$ cat src/rtl/systolic_tile.sv
// rtl/systolic_tile.sv - N x N weight-stationary systolic matrix-multiply tile with skew, de-skew and sequencer
module systolic_tile #(
  parameter int N  = 2,
  parameter int DW = 8,
  parameter int AW = 16,
  parameter int MW = 8
) (
  input  logic            clk,
  input  logic            reset,
  input  logic            start,
  input  logic [MW-1:0]   m_len,
  output logic            busy,
  output logic            done,
  input  logic            w_valid,
  input  logic [N*DW-1:0] w_data,
  input  logic            a_valid,
  output logic            a_ready,
  input  logic [N*DW-1:0] a_data,
  output logic            r_valid,
  input  logic            r_ready,
  output logic [N*AW-1:0] r_data
);

  localparam int CW = (N > 1) ? $clog2(N) : 1;

  typedef enum logic [2:0] {IDLE, LOAD_W, STREAM, DRAIN, FIN} state_t;

  state_t state, state_nx;

  logic [CW-1:0] w_cnt;
  logic [MW-1:0] m_reg;
  logic [MW-1:0] row_cnt;
  logic [MW-1:0] res_cnt;

  logic stall, adv, a_hs, r_hs, clr;

  logic signed [DW-1:0]   w_reg  [N][N];
  logic signed [DW-1:0]   act    [N][N];
  logic signed [AW-1:0]   psum   [N][N];
  logic signed [DW-1:0]   act_in [N][N];
  logic signed [AW-1:0]   ps_in  [N][N];
  logic signed [2*DW-1:0] prod   [N][N];
  logic signed [DW-1:0]   row_in [N];
  logic signed [AW-1:0]   col_out[N];
  logic [2*N-1:0]         tag;

  // A pending result that is not taken freezes every pipeline stage together.
  assign stall = r_valid && !r_ready;
  assign adv   = ((state == STREAM) || (state == DRAIN)) && !stall;
  assign a_hs  = a_valid && a_ready;
  assign r_hs  = r_valid && r_ready;
  // Datapath is wiped while new weights load so no stale partial sums leak into the next job.
  assign clr   = (state == LOAD_W);

  // State register.
  always_ff @(posedge clk) begin
    if (reset) state <= IDLE;
    else       state <= state_nx;
  end

  // Next-state logic.
  always_comb begin
    state_nx = state;
    case (state)
      IDLE:   if (start) state_nx = LOAD_W;
      LOAD_W: if (w_valid && (w_cnt == CW'(N - 1))) state_nx = (m_reg == '0) ? FIN : STREAM;
      STREAM: if (a_hs && ((row_cnt + MW'(1)) == m_reg)) state_nx = DRAIN;
      DRAIN:  if (r_hs && ((res_cnt + MW'(1)) == m_reg)) state_nx = FIN;
      FIN:    state_nx = IDLE;
      default: state_nx = IDLE;
    endcase
  end

  // Outputs decoded from state; a_ready also sees r_ready through stall.
  always_comb begin
    busy    = (state != IDLE);
    done    = (state == FIN);
    a_ready = (state == STREAM) && !stall;
  end

  // Job length, weight-row, accepted-row and result counters.
  always_ff @(posedge clk) begin
    if (reset) begin
      m_reg   <= '0;
      w_cnt   <= '0;
      row_cnt <= '0;
      res_cnt <= '0;
    end else if ((state == IDLE) && start) begin
      m_reg   <= m_len;
      w_cnt   <= '0;
      row_cnt <= '0;
      res_cnt <= '0;
    end else begin
      if ((state == LOAD_W) && w_valid) w_cnt <= w_cnt + CW'(1);
      if (a_hs) row_cnt <= row_cnt + MW'(1);
      if (r_hs) res_cnt <= res_cnt + MW'(1);
    end
  end

  // Weight rows are written in arrival order while loading.
  always_ff @(posedge clk) begin
    if (reset) begin
      for (int r = 0; r < N; r++)
        for (int j = 0; j < N; j++)
          w_reg[r][j] <= '0;
    end else if ((state == LOAD_W) && w_valid) begin
      for (int j = 0; j < N; j++)
        w_reg[w_cnt][j] <= w_data[j*DW +: DW];
    end
  end

  genvar gr, gj;

  // Input skew: lane r is delayed r+1 advances so it meets its partial sum on the diagonal.
  for (gr = 0; gr < N; gr++) begin : g_skew
    localparam int S = gr + 1;
    logic signed [DW-1:0] sk [S];
    // Shift the lane one stage per advance; bubbles inject zero.
    always_ff @(posedge clk) begin
      if (reset || clr) begin
        for (int d = 0; d < S; d++) sk[d] <= '0;
      end else if (adv) begin
        sk[0] <= a_hs ? a_data[gr*DW +: DW] : '0;
        for (int d = 1; d < S; d++) sk[d] <= sk[d-1];
      end
    end
    assign row_in[gr] = sk[S-1];
  end

  // PE interconnect: activations flow right, partial sums flow down.
  for (gr = 0; gr < N; gr++) begin : g_row
    for (gj = 0; gj < N; gj++) begin : g_col
      if (gj == 0) begin : g_left
        assign act_in[gr][gj] = row_in[gr];
      end else begin : g_mid
        assign act_in[gr][gj] = act[gr][gj-1];
      end
      if (gr == 0) begin : g_top
        assign ps_in[gr][gj] = '0;
      end else begin : g_below
        assign ps_in[gr][gj] = psum[gr-1][gj];
      end
      assign prod[gr][gj] = (2*DW)'(act_in[gr][gj]) * (2*DW)'(w_reg[gr][gj]);
    end
  end

  // PE registers: each advance latches the passing activation and accumulates into the sum.
  always_ff @(posedge clk) begin
    if (reset || clr) begin
      for (int r = 0; r < N; r++)
        for (int j = 0; j < N; j++) begin
          act[r][j]  <= '0;
          psum[r][j] <= '0;
        end
    end else if (adv) begin
      for (int r = 0; r < N; r++)
        for (int j = 0; j < N; j++) begin
          act[r][j]  <= act_in[r][j];
          psum[r][j] <= ps_in[r][j] + AW'(prod[r][j]);
        end
    end
  end

  // Output de-skew: column j waits N-1-j advances so all lanes of a row line up.
  for (gj = 0; gj < N; gj++) begin : g_deskew
    localparam int D = N - 1 - gj;
    if (D == 0) begin : g_pass
      assign col_out[gj] = psum[N-1][gj];
    end else begin : g_dly
      logic signed [AW-1:0] ds [D];
      // Delay line for this column, frozen with the array.
      always_ff @(posedge clk) begin
        if (reset || clr) begin
          for (int d = 0; d < D; d++) ds[d] <= '0;
        end else if (adv) begin
          ds[0] <= psum[N-1][gj];
          for (int d = 1; d < D; d++) ds[d] <= ds[d-1];
        end
      end
      assign col_out[gj] = ds[D-1];
    end
  end

  // Valid tag travels alongside each injected row so bubbles never surface as results.
  always_ff @(posedge clk) begin
    if (reset || clr) tag <= '0;
    else if (adv)     tag <= {tag[2*N-2:0], a_hs};
  end

  // Result register only moves on an advance, so data holds while the consumer stalls.
  always_ff @(posedge clk) begin
    if (reset) begin
      r_valid <= 1'b0;
      r_data  <= '0;
    end else if (adv) begin
      r_valid <= tag[2*N-1];
      for (int j = 0; j < N; j++) r_data[j*AW +: AW] <= col_out[j];
    end
  end

endmodule

$ cat config.mk
export PLATFORM = sky130hd
export DESIGN_NAME = systolic_tile
export DESIGN_NICKNAME = d
export VERILOG_FILES = /design/src/rtl/systolic_tile.sv
export SDC_FILE = /design/constraint.sdc
export NUM_CORES = 1
export LEC_CHECK = 0
export ABC_AREA = 1
export CAP_MARGIN = 20
export CORE_MARGIN = 4
export CORE_UTILIZATION = 45
export DETAILED_ROUTE_END_ITERATION = 12
export HOLD_SLACK_MARGIN = 0.06
export SKIP_CTS_REPAIR_TIMING = 1
export SLEW_MARGIN = 20
export SYNTH_ARGS = -nofsm -noshare
export SYNTH_HDL_FRONTEND = slang
export SYNTH_SLANG_ARGS = --single-unit
export TNS_END_PERCENT = 20
$ cat constraint.sdc
create_clock -name clk -period 13.35 [get_ports clk]
set_clock_uncertainty 0.05 [all_clocks]
set_input_delay 2.0025 -clock clk [delete_from_list [all_inputs] [get_ports clk]]
set_output_delay 2.0025 -clock clk [all_outputs]
set_load 0.02 [all_outputs]
Yosys cells after proc, flatten, opt, wreduce, memory -nomap -nowiden
Memories as Yosys holds them, arrays and structs flattened. A register that Yosys moved wholly into a read port is not among the register bits.
Cells that the tools add are included.
Operators by class
  reductions and logical operators: 22
  multiply operators: 4
  $add $sub $neg: 5
  eq/ne operators: 10
  bitwise operators: 10
  mux-type cells: 35
Operators with widths (count)
  $mux 16: 6
  $mux 8: 9
  $mul 8x8->16: 4
  $add 16x16->16: 2
  $reduce_or 16->1: 2
  $add 8x1->8 const B: 2
  $eq 8x8->1: 2
  $mux 3: 5
  $mux 1: 14
  $pmux 3 s4: 1
  $logic_and 1x1->1: 10
  $or 1x1->1: 10
  $logic_not 8->1: 1
  $reduce_or 8->1: 1
  $eq 3x2->1 const B: 2
  $ne 2x1->1 const B: 3
  $reduce_and 4->1: 1
  $eq 3x1->1 const B: 1
  $eq 3x3->1 const B: 1
  $logic_not 3->1: 1
  $reduce_bool 3->1: 1
  $logic_not 1->1: 2
  $logic_or 1x1->1: 2
  $ne 2x2->1 const B: 1
  2 further kinds: 2
Storage, ports and cells
  word-level logic and storage cells: 100
  register bits after elaboration: 65
  output and inout port bits: 36
  memories kept: 6
  input bits: 46
  bits in writable memories: 168
Memory list
  psum: depth 2, bits a word 32, rd ports 2, clocked after Yosys merged registers in 0, write ports 2, line 39  | logic signed [AW-1:0] psum [N][N];
  act: depth 2, bits a word 16, rd ports 2, clocked after Yosys merged registers in 0, write ports 2, line 38  | logic signed [DW-1:0] act [N][N];
  w_reg: depth 2, bits a word 16, rd ports 2, clocked after Yosys merged registers in 0, write ports 2, line 37  | logic signed [DW-1:0] w_reg [N][N];
  g_deskew[0].g_dly.ds: depth 1, bits a word 16, rd ports 1, clocked after Yosys merged registers in 1, write ports 1, line 170  | logic signed [AW-1:0] ds [D];
  g_skew[1].sk: depth 2, bits a word 8, rd ports 2, clocked after Yosys merged registers in 0, write ports 2, line 117  | logic signed [DW-1:0] sk [S];
  g_skew[0].sk: depth 1, bits a word 8, rd ports 1, clocked after Yosys merged registers in 0, write ports 1, line 117

Depth between registers and ports, before layout
Gate-level depths: netlist (run 1).
  depth in word-level cells: 9
  mapped depth: 24
  mapped depth without buffers: 23

Least setup slack after synthesis (run 1)
No wires, ideal clock.
  path type: input to register
  from: input r_ready
  to: memory act[0][10] (netlist name), enable pin
  path buffers: 1
  path slack: 7.943 ns
  arrival: 4.287 ns
  library setup time: 1.070 ns
  stages: 5
  data required time: 12.230 ns
  cell sequence: inv_1 > nand2_1 > nand2_1 > buf_6 > nand2_1
RTL lines
  from (decl): line 20  | input logic r_ready,
  to (decl): line 38

Worst setup path in the final report (run 1)
  from: input r_ready
  to: output a_ready
On the way
  longest elaborated chain between the ends: 4
RTL lines
  $logic_not 1->1: line 48  | assign stall = r_valid && !r_ready;
  $logic_and 1x1->1: line 48
  $logic_not 1->1: line 78  | a_ready = (state == STREAM) && !stall;
  $logic_and 1x1->1: line 78
  to (decl): line 17  | output logic a_ready,
Every way passes these cells.

==> results of run 1 <==
==> logic make-up after synthesis <==
logic type,count (synthesis),synth area share (%)
DFF,217,30.24
and+or+nand+nor,684,13.92
AOI/OAI and AO/OA,223,6.050
buffers and inverters,686,13.34
xor gates and xnor gates,40,1.806
adders and majority gates,386,34.65
==> worst min-delay path, delay by kind of cell, from the launching register on <==
kind / cells / cell delay, ps
flip-flops: 1 / 320
AND/OR/NAND/NOR: 2 / 130
==> cells in the mapped netlist (2+ instances only) <==
master and count:
or2_2 9, o21a_1 8, o211ai_1 4, dfxtp_1 65, a31oi_1 5, edfxtp_1 152
ha_1 134, inv_1 592, clkinv_1 3, buf_2 4, o21ai_1 5, nand3_1 47
xnor2_1 22, inv_2 3, a21oi_1 91, nor2_1 236, o22ai_1 2, xor2_1 18
nor2_2 2, o21bai_1 5, o21ai_0 101, fa_1 252, nand2_1 370, clkbuf_1 83
nor3_1 10, nand4_1 8
==> power by group through the flow <==
stage	logic, µW	clock network, µW	registers [µW]
floorplan	2480	0	1100
global placement	3140	0	1170
detailed placement	3180	0	1170
CTS	3220	715	1160
global route	3770	745	1180
finish	3180	693	1150
==> layer usage <==
metal / wire, µm / part of all wire [%] / vias to the layer above / GRT usage (%)
met5: 0 / 0 / - / 0
met4: 640 / 1.7 / 0 / 3.049
met3: 1747 / 4.6 / 42 / 2.321
met2: 17140 / 45 / 260 / 27.47
met1: 18500 / 49 / 6210 / 24.85
li1: - / - / 6723 / -
==> stage by stage <==
step | cells | setup slack [ps] | instance area [µm²] | util (%)
3_3_place_gp | 2811 | 7378 | 20640 | 48.76
4_1_cts | 2859 | 7356 | 21480 | 50.75
2_1_floorplan | 2236 | 7943 | 19400 | -
3_5_place_dp | 2811 | 7367 | 20640 | 48.76
6_report | 2859 | 7386 | 21480 | 50.75
5_1_grt | 2859 | 7255 | 21480 | 50.75
==> path summary, 6_finish.rpt <==
check,depth (start not counted),to,startpoint,slack [ps]
min,2,r_data[19]$_SDFFE_PP0P_,r_data[19]$_SDFFE_PP0P_,430
max reg2reg,20,psum[1][14]$_SDFFCE_PN0P_,w_reg[1][7]$_DFFE_PP_,8280
min reg2reg,2,r_data[19]$_SDFFE_PP0P_,r_data[19]$_SDFFE_PP0P_,430
max,7,a_ready,r_ready,7390
==> final cells by class <==
class | instances | area share (%)
well taps | 577 | 3.361
multi-input cells | 1333 | 51.01
inverters | 598 | 10.45
repair buffers | 86 | 3.949
flip-flops and latches | 217 | 27.31
clock buffers | 37 | 3.367
clock inverters | 11 | 0.5534
==> metrics, run 1 <==
outcome=complete, no violations; clock transition at the registers of the reported paths=60 ps; Mapped Area=19400 µm²; largest net degree at the start of global routing=75; clk sink count=217; initial core utilization=45.84%; Yosys top cell area share=26.00%; via count=13240; register bit total from synthesis=217; leakage=0.01101 µW; switching share of total power=47.73%; Max clock buf depth=3; RSZ-0062 raised after global routing=false; CP delay by family, top=buffers and inverters; number of core rows=75; Multi-input gate area=10960 µm²; CTS tree=built; Final ANT Viol Nets=0; Final nets=2694; routed length per instance=13.30 µm; share of post-route cells with drive strength above 1=2.542%; Max Clk Rate=167.7 MHz; initial drt markers=699; final WL=38030 µm; CP max FO=21; Die X-Extent=215.6 µm; Clk Latency, worst-skew pair=550 ps; grt total ovfl=0; Die Y=215.6 µm; Slew @ Worst Pin=953.3 ps; min-delay worst type=register to register; sw power=2396 µW; Setup violations, final=0; GP Congestion=0.8522; pwr dens=233.7 nW/µm²; die area=46500 µm²; Setup Crit Path Kind=input pin to output port; initial antenna violation count=0; Max transition margin=36.45%; MaxCap Viol Count=0; Post-synth ARST share=0%; Final Max Slew Viols=0; combinational power share=63.3%; Post-synth EDFFs=152; Critical Path AT=3910 ps; flip-flop and latch area=5866 µm²; post-synthesis cell count=2236; Fin Hold WS=433.7 ps; # DRC=0; total track usage=16.97%; setup TNS=0 ps; Syn Nets=2668; CTS H-tree lvls=1; Clock Power Share=13.8%; Ports=82; fin crit share=44.67%; Synth cell types=31; most frequent cells in the layout=inv_1 (592), nand2_1 (368), fa_1 (252); n_diodes=0; CTS buffer count=26; Crit path largest cell delay=610 ps; Seq pwr share=22.9%; most common cell after layout, fill and taps aside=inv_1; Peak VDD IR=119.4 µV; Clk Tree Root Cell=clkbuf_16; Pwr Total=5021 µW; average size of a mapped cell=8.676 µm²; max reg flops=64; first-pass GRT wire length=65850 µm; Period minus WS final=5964 ps; main area contributors after synthesis=fa_1 (26%), edfxtp_1 (24%), inv_1 (11%); via count of the first global-routing pass=13370; Buf+Inv Stages, Crit Path=4; Yosys warnings=0; dpl hpwl=30800 µm; IO Port Bufs=81; via/cell ratio=4.629; Layout Area Growth over Synthesis=10.72%; sequential share of the synthesized area=30.24%; critical path capture point type=output port; Detailed Routing Iterations Pass 1=5; critical path's slowest cell=clkdlybuf4s50_1; Internal=2624 µW; Required @ worst endpoint=11300 ps; largest area contributor in the netlist=fa_1; final number of hold-violating endpoints=0; Synth Flop Type=edfxtp_1; crit-path cells=clkdlybuf4s50_1, inv_1, nand2_1, nand2_1, buf_4, nor2_1, clkdlybuf4s50_1; CP startpoint kind=input pin; Core ar.=42320 µm²; fill count=4033
No activity file was read; power rests on OpenSTA's default activity.
==> inputs of run 2 (changes only) <==
==> constraint.sdc (replaced) <==
create_clock -name clk -period 5.1 [get_ports clk]
set_clock_uncertainty 0.05 [all_clocks]
set_input_delay 0.765 -clock clk [delete_from_list [all_inputs] [get_ports clk]]
set_output_delay 0.765 -clock clk [all_outputs]
set_load 0.02 [all_outputs]
==> run 2 against run 1 <==
Core utilization increased by 0.79 points. Cell area increased by 1.5%. Via count rose by 2.7%. Sequential cell count unchanged. Total power grew to 2.7 times the previous value. Global-route usage is 0.58 points higher. Setup slack lost 7100 ps. Critical endpoint is now psum[1][14]$_SDFFCE_PN0P_. Register-to-register slack got worse by 8000 ps. Clock power grew to 2.6 times the previous value. Sequential power rose to 2.6 times the previous value. Critical path depth increased by 13. Cell count up 1.3%.
==> metrics, run 2 (synthesis gave the netlist of run 1 again) <==
most common cell after layout, fill and taps aside=inv_1; via/cell ratio=4.697 (+1.5%); max reg flops=64 (unchanged); Peak VDD IR=375.3 µV (+210%); Required @ worst endpoint=5350 ps (-5950 ps); area post-placement=20760 µm² (+0.58%); CTS buffer count=26 (unchanged); total track usage=17.54% (+0.58 points); Max clock buf depth=3 (unchanged); CTS tree=built; hold-critical path depth=2 (unchanged); Critical Path AT=5070 ps (+1160 ps); MaxCap Viol Count=0 (unchanged); final number of hold-violating endpoints=0 (unchanged); Hold Path End=tag[3]$_SDFFE_PP0P_; initial core utilization=45.84% (unchanged); via count=13600 (+2.7%); clock transition at the registers of the reported paths=60 ps (about the same); crit-path cells=buf_4, nand2_1, inv_1, fa_2, inv_1, fa_1, inv_1, fa_1, inv_1, fa_1, inv_1, ha_1, ha_1, nand2_1, o21ai_2, nand2_1, a21oi_2, o21ai_0, nand2_1, nor2_1; CP max FO=6 (-71%); Final nets=2730 (+1.3%); Slew @ Worst Pin=848.3 ps (-105.0 ps); largest net degree at the start of global routing=72 (-4.0%); worst r2r src=w_reg[1][2]$_DFFE_PP_; Period minus WS final=4823 ps; CTS H-tree lvls=1 (unchanged); Layout Area Growth over Synthesis=12.43%; Setup Crit Path Kind=register to register; first-pass GRT wire length=68050 µm (+3.4%); routed length per instance=13.70 µm (+3.0%); n_diodes=0 (unchanged); Clk Tree Root Cell=clkbuf_16; Fin Hold WS=427.5 ps (-6.236 ps); outcome=complete, no violations; post-route cell area=21810 µm² (+1.5%); Final ANT Viol Nets=0 (unchanged); CP startpoint kind=register; via count of the first global-routing pass=14110 (+5.6%); fin crit share=94.57%; r2r setup slk=280 ps (-8000 ps); initial antenna violation count=0 (unchanged); GP Congestion=0.8700 (+2.1%); critical path's slowest cell=fa_2; Worst Reg2Reg Path Length in Cells=20 (unchanged); initial drt markers=758 (+8.4%); Setup violations, final=0 (unchanged); RSZ-0062 raised after global routing=true; final WL=39670 µm (+4.3%); critical path capture point type=register; Die Y=215.6 µm (unchanged); pwr dens=615.5 nW/µm² (+160%); min-delay worst type=register to register; fin util=51.54% (+0.79 points); clk sink count=217 (unchanged); share of post-route cells with drive strength above 1=4.616% (+2.1 points); leakage=0.01119 µW (+1.6%); Clk Latency, worst-skew pair=550 ps (about the same); setup TNS=0 ps (unchanged); Ports=82 (unchanged); die area=46500 µm² (unchanged); Crit path largest cell delay=620 ps (about the same); Crit Reg-Reg Endpoint=psum[1][14]$_SDFFCE_PN0P_; Core ar.=42320 µm² (unchanged); grt total ovfl=0 (unchanged); Max Clk Rate=207.3 MHz; Final Max Slew Viols=0 (unchanged); Worst Min Path Start=tag[2]$_SDFFE_PP0P_; dpl hpwl=32080 µm (+4.2%); Detailed Routing Iterations Pass 1=6 (+1); Max transition margin=43.45% (+7.0 points); CP dominant cell by count=inv_1; # DRC=0 (unchanged); IO Port Bufs=81 (unchanged); most frequent cells in the layout=inv_1 (591), nand2_1 (367), fa_1 (251); Die X-Extent=215.6 µm (unchanged); number of core rows=75 (unchanged)
## run 2: area by class of cell
cell class | instances | area (µm²)
tap | 577 | 721.9
sequential | 217 | 5866
inverter | 598 | 2248
multi-input combinational | 1333 | 11000
clock inverter | 13 | 136.4
fill | 3998 | 20510
clock buffer | 35 | 724.4
timing repair buffer | 122 | 1119
## run 2: worst max path at each step
stage	start	end	depth (start not counted)
2_1_floorplan	act[1][8]$_SDFFCE_PN0P_	psum[1][14]$_SDFFCE_PN0P_	20
3_3_place_gp	act[1][8]$_SDFFCE_PN0P_	psum[1][14]$_SDFFCE_PN0P_	19
3_5_place_dp	act[1][14]$_SDFFCE_PN0P_	psum[1][14]$_SDFFCE_PN0P_	21
4_1_cts	act[1][14]$_SDFFCE_PN0P_	psum[1][14]$_SDFFCE_PN0P_	21
5_1_grt	w_reg[1][11]$_SDFFCE_PN0P_	psum[1][31]$_SDFFCE_PN0P_	19
6_report	w_reg[1][2]$_DFFE_PP_	psum[1][14]$_SDFFCE_PN0P_	20
## run 2: layer usage
| layer | global-route usage, % | up-vias | part of all wire, % |
|---|---|---|---|
| li1 | - | 6804 | - |
| met5 | 0 | - | 0 |
| met1 | 24.49 | 6536 | 47 |
| met4 | 3.350 | 0 | 1.7 |
| met3 | 2.700 | 37 | 4.4 |
| met2 | 29.45 | 221 | 47 |
## run 2: worst max-delay path: cells and delay by family, from the launching register on
kind            cells  cell delay, ps
fa+ha+maj           6            2690
compound gates      3             410
flops               1             490
buf+inv             6             550
simple gates        5             380
## run 2: stage by stage
stage / std cells / setup WS (ps) / power [µW]
after floorplan: 2236 / 359.5 / 9393
after global placement: 2827 / 153.2 / 11280
after detailed placement: 2827 / 27.52 / 11480
after CTS: 2875 / 24.97 / 13440
after global routing: 2895 / -37.59 / 15190
final: 2895 / 277.0 / 13430
## run 2: power by group
group	internal (µW)	switching (µW)
Combinational	3380	5250
Clock	1100	727
Sequential	2560	408
Total	7040	6380
